$ cat src/rtl/serial_sub.sv
// Bit-serial unsigned subtractor: computes a - b one bit per clock, LSB first,
// carrying a single borrow flop between bits. Result and borrow-out land with a done pulse.
module serial_sub #(
    parameter int WIDTH = 8
) (
    input  logic             clk,
    input  logic             rst,
    input  logic             start,
    input  logic [WIDTH-1:0] a,
    input  logic [WIDTH-1:0] b,
    output logic             busy,
    output logic             done,
    output logic [WIDTH-1:0] D,
    output logic             B
);
    localparam int CW = $clog2(WIDTH) + 1;
    localparam logic [CW-1:0] LAST = CW'(WIDTH - 1);

    typedef enum logic {
        IDLE,
        RUN
    } state_t;

    state_t           state, state_next;
    logic [WIDTH-1:0] sa, sb, r;
    logic [WIDTH-1:0] sa_next, sb_next, r_next, d_next;
    logic [CW-1:0]    cnt, cnt_next;
    logic             br, br_next, b_next, busy_next, done_next;
    logic             a0, b0, dbit, br_bit;
    logic [WIDTH-1:0] r_shift;

    // NOTE: sequential state uses non-blocking assignments so every flop samples
    // the pre-edge values; blocking here would create order-dependent races.
    always_ff @(posedge clk or posedge rst) begin
        if (rst) state <= IDLE;
        else     state <= state_next;
    end

    always_ff @(posedge clk or posedge rst) begin
        if (rst) begin
            sa   <= '0;
            sb   <= '0;
            r    <= '0;
            cnt  <= '0;
            br   <= 1'b0;
            busy <= 1'b0;
            done <= 1'b0;
            D    <= '0;
            B    <= 1'b0;
        end else begin
            sa   <= sa_next;
            sb   <= sb_next;
            r    <= r_next;
            cnt  <= cnt_next;
            br   <= br_next;
            busy <= busy_next;
            done <= done_next;
            D    <= d_next;
            B    <= b_next;
        end
    end

    always_comb begin
        // NOTE: every signal gets a default first so no path leaves it unassigned,
        // which would otherwise infer a latch.
        state_next = state;
        sa_next    = sa;
        sb_next    = sb;
        r_next     = r;
        cnt_next   = cnt;
        br_next    = br;
        busy_next  = busy;
        done_next  = 1'b0;
        d_next     = D;
        b_next     = B;

        // Full-subtractor cell on the current LSBs.
        a0     = sa[0];
        b0     = sb[0];
        dbit   = a0 ^ b0 ^ br;
        br_bit = (~a0 & b0) | (~(a0 ^ b0) & br);

        // Shift the new difference bit into the MSB; written this way it also covers WIDTH=1.
        r_shift            = r >> 1;
        r_shift[WIDTH-1]   = dbit;

        unique case (state)
            IDLE: begin
                if (start) begin
                    sa_next    = a;
                    sb_next    = b;
                    br_next    = 1'b0;
                    cnt_next   = '0;
                    busy_next  = 1'b1;
                    state_next = RUN;
                end
            end
            RUN: begin
                sa_next  = sa >> 1;
                sb_next  = sb >> 1;
                r_next   = r_shift;
                br_next  = br_bit;
                cnt_next = cnt + CW'(1);
                if (cnt == LAST) begin
                    d_next     = r_shift;
                    b_next     = br_bit;
                    done_next  = 1'b1;
                    busy_next  = 1'b0;
                    state_next = IDLE;
                end
            end
            default: state_next = IDLE;
        endcase
    end
endmodule

$ cat config.mk
export PLATFORM = sky130hd
export DESIGN_NAME = serial_sub
export DESIGN_NICKNAME = d
export VERILOG_FILES = /design/src/rtl/serial_sub.sv
export SDC_FILE = /design/constraint.sdc
export NUM_CORES = 1
export LEC_CHECK = 0
export BUFFER_PORTS_ARGS = -buffer_cell sky130_fd_sc_hd__buf_2
export CAP_MARGIN = 20
export CORE_MARGIN = 4
export CORE_UTILIZATION = 54
export DETAILED_ROUTE_END_ITERATION = 6
export PLACE_DENSITY = 0.76
export SYNTH_ARGS = -nofsm -noshare
export SYNTH_HDL_FRONTEND = slang
export SYNTH_SLANG_ARGS = --single-unit
$ cat constraint.sdc
create_clock -name clk -period 1.6 [get_ports clk]
set_clock_uncertainty 0.15 [all_clocks]
set_input_delay 0.08 -clock clk [delete_from_list [all_inputs] [get_ports clk]]
set_output_delay 0.08 -clock clk [all_outputs]
set_load 0.05 [all_outputs]
Yosys cells after proc, flatten, opt, wreduce, memory -nomap -nowiden
Cells that the tools add are included.
W data, S select, Z words.
Word-level totals
  register bits: 41
  word-level logic and storage cells: 40
  output and inout bits: 11
Operators by class
  $add $sub $neg: 1
  reductions and logical operators: 2
  mux-type cells: 16
  bitwise gates (word level): 8
  eq/ne operators: 3
Operator list (count)
  $pmux W8 S2: 2
  $mux W8: 2
  $pmux W4 S2: 1
  $mux W1: 7
  $pmux W1 S2: 3
  $add A4 B1 Y4 const B: 1
  $eq A4 B3 Y1 const B: 1
  $mux W4: 1
  $reduce_and A2 Y1: 2
  $not A1 Y1: 3
  $and A1 B1 Y1: 2
  $ne A2 B1 Y1 const B: 1
  $ne A2 B2 Y1 const B: 1
  $xor A1 B1 Y1: 2
  $or A1 B1 Y1: 1

Longest topological paths before layout
  depth after elaboration: 5
  gate-level depth with buffers: 6
  gate-level depth less buffers: 5

Least setup slack after synthesis
OpenSTA, ideal clock, no wires.
  path kind: flip-flop to flip-flop
  start point: reg sa[0]
  end point: reg r[7]
  library setup time: 0.125 ns
  period minus slack after synthesis: 1.390 ns
  path buffers: 0
  stages on the path, launching flop included: 3
  data arrival time: 1.115 ns
  path slack: 0.210 ns
  required time: 1.325 ns
  cells stage by stage: dfrtp_1 fa_1 mux2_2
On the way
  longest elaborated chain between the ends: 2
RTL lines
  start, declared: RTL line 25  | logic [WIDTH-1:0] sa, sb, r;
  start signal, assigned: RTL line 51  | sa <= sa_next;
  $xor A1 B1 Y1 (2 in series): RTL line 80  | dbit = a0 ^ b0 ^ br;
  net dbit: RTL line 29  | logic a0, b0, dbit, br_bit;
  end signal, assigned: RTL line 53  | r <= r_next;
  end, declared: RTL line 25
The timed path passes the listed nets, and every way through them passes these cells.
A chain may end at the register's enable or synchronous reset.

Worst setup path after layout
Ends and elaborated chain as after synthesis.

==> flow_summary.json <==
{
  "status": "finished, final reports clean",
  "io_pins": 30,
  "fillers": 235,
  "multi_input_area_sq_um": 613.1,
  "wirelength_microns": 3238,
  "cts.sinks": 40,
  "worst_slack_ps": 155.9,
  "ys_ff_latch": 40,
  "post_cts_buffers": 0,
  "netlist_area_sq_mm": 0.001695,
  "fin_area_sq_mm": 0.002108,
  "period_share_pct": 90.26,
  "drtPass1Iterations": 4,
  "gp_congestion": 0.7509,
  "max_stage_delay_ps": 510,
  "wl_met3_microns": 200,
  "finalMaxSlewViolations": 0,
  "fp.dieArea_sq_mm": 0.004100,
  "critical_path_class": "flip-flop to flip-flop",
  "cp_num_cells": 2,
  "endpoint": "r[7]",
  "power.density_mw_per_mm2": 1836,
  "r2r-end": "r[7]",
  "crit_required_ps": 1690,
  "syn2layout_area_growth_pct": 24.35,
  "port_buffers": 29,
  "p_leak_nw": 1.078,
  "layout.cells.non_filler": 246,
  "ys_types": 23,
  "rows": 20,
  "viasPerCell": 5.020,
  "fp.dieH_microns": 64.03,
  "synth_area_leaders": "dfrtp_1, mux2i_1, nand2_1",
  "cts_made_buffers": 5,
  "setup_violations": 0,
  "start_kind": "flip-flop",
  "dpl.cell_count": 221,
  "synth-main-ff-cell": "dfrtp_1",
  "fin_nets": 223,
  "rsz0062_at_grt": "false",
  "dp_slack_ps": 134.6,
  "die_w_microns": 64.03,
  "finalCriticalPeriod_ps": 1444,
  "synth_common_cells": "nand2_1, dfrtp_1, mux2i_1, o21ai_0, mux2_2",
  "drt-initial-drc-count": 42,
  "hpwl_microns": 2058,
  "hp-class": "primary input to async pin",
  "grt_remaining_overflow": 0,
  "clock.fmax_mhz": 692.5,
  "htree_num_levels": 2,
  "wl_per_cell_microns": 13.16,
  "synth_seq_area_share_pct": 59.04,
  "max_slew_margin_pct": 67.80,
  "highest_layer": "met4",
  "grt_util_all_layers_pct": 18.36,
  "syn_avg_cell_area_sq_um": 11.08,
  "yosysTopAreaCellShare_pct": 59.04,
  "cp_slowest_cell": "fa_1",
  "reg2reg_depth": 2,
  "yosysTopAreaCell": "dfrtp_1",
  "tritoncts": "yes",
  "r2r_setup_slack_ps": 160,
  "drive_gt1_share_pct": 24.26,
  "ir_drop_uv": 751.1,
  "start_util_pct": 55.99,
  "grt_max_degree": 41,
  "final_util_pct": 69.63,
  "seq_area_sq_mm": 0.001001,
  "worst_slew_pin_slew_ps": 483.0,
  "drc": 0,
  "cts_buffer_depth": 2,
  "grt_pass1_vias": 1244,
  "insertion_delay_ps": 340,
  "wl_met2_microns": 1619,
  "vias": 1235,
  "finalSetupTns_ps": 0,
  "end_kind": "flip-flop",
  "dpl-instance-area_sq_mm": 0.001871,
  "cp_top_family": "adder cells",
  "antenna_found_initial": 0,
  "cp-startpoint": "sa[0]",
  "grt_pass1_wl_microns": 5816,
  "worstPathCellList": "fa_1, mux2_2",
  "syn_nets": 174,
  "yosysWarnings": 0,
  "synthArstFlopShare_pct": 100.0,
  "worst-path-buf-inv": 0,
  "timing.rr.start": "sa[0]",
  "core_area_sq_mm": 0.003028,
  "diodes": 0,
  "maxCapViolCount": 0,
  "clkTransAtPathRegs_ps": 110,
  "synth-edff-count": 0,
  "hold_violations": 0,
  "synth_most_common_cell": "nand2_1",
  "wl_met1_microns": 1371,
  "drtAntennaViolNets": 0,
  "crit_fanout": 2,
  "cp_data_arrival_time_ps": 1540,
  "syn_inst": 153,
  "root_buffer": "clkbuf_4"
}
metrics by stage:
stage                     power, mW  hold WS [ps]
after floorplan               3.017         86.28
final                         3.871         246.4
after global routing          4.188         295.2
after detailed placement      3.373         73.68
after CTS                     3.870         240.0
after global placement        3.288         57.19
repair_timing:
item / in CTS / in global routing
hold buffers: 18 / 0
hold endpoints to repair: 60 / 0
gates resized for setup: 0 / 2
setup endpoints to repair: 0 / 9
how the worst min path moves through the flow:
stage	startpoint	to	slack, ps	depth (start not counted)
after CTS	rst	sb[7]	240	4
final	rst	sa[7]	250	4
after global routing	rst	sb[7]	300	4
after global placement	rst	sa[7]	60	3
after detailed placement	rst	sb[7]	70	3
after floorplan	a[7]	sa[7]	90	2
layout by cell type (no fill, tap or decap), drive strengths merged:
master        n
mux2i        17
inv           5
a21oi         2
ha            1
nand4         1
o22ai         1
dlygate4sd3  18
mux2          7
fa            1
clkinv        2
buf          33
dfrtp        40
clkbuf        6
nand3         1
nand2        42
a31o          1
xnor2         1
nor2          4
nand4b        1
o21ai        18
registers in the layout (all words and copies together), names as in the netlist:
| register | cells |
|---|---|
| B | 1 |
| D | 8 |
| br | 1 |
| busy | 1 |
| cnt | 4 |
| done | 1 |
| r | 7 |
| sa | 8 |
| sb | 8 |
| state | 1 |
power breakdown:
part           switching [mW]  internal (mW)
sequential              0.289           1.44
clock                   0.301          0.162
combinational            1.06          0.613
total                    1.65           2.22
area by class of cell:
cell class / instances / share of cell area (%)
multi-input combinational: 98 / 29.08
timing repair buffer: 51 / 17.45
tap: 44 / 2.611
inverter: 6 / 1.187
clock buffer: 6 / 1.958
clock inverter: 1 / 0.2374
sequential: 40 / 47.48
metal layers:
layer  global-route usage [%]  vias to the layer above
li1                         -                      603
met1                    22.46                      590
met2                    30.97                       35
met3                    5.624                        7
met4                    5.660                        0
met5                        0                        -
tightest hold or removal path, delay by kind of cell:
family | cells | cell delay [ps]
buffers and inverters | 4 | 1110
logic make-up (layout without fill, tap and decap cells):
kind of cell / count (synthesis) / after routing / share of synthesized area (%)
muxes: 24 / 24 / 14.69
and+or+nand+nor: 49 / 49 / 11.73
DFF: 40 / 40 / 59.04
adders and majority gates: 2 / 2 / 1.919
xor gates and xnor gates: 1 / 1 / 0.5167
AOI/OAI and AO/OA: 22 / 22 / 6.790
buffers and inverters: 15 / 64 / 5.312
(Power assumes the default switching activity.)
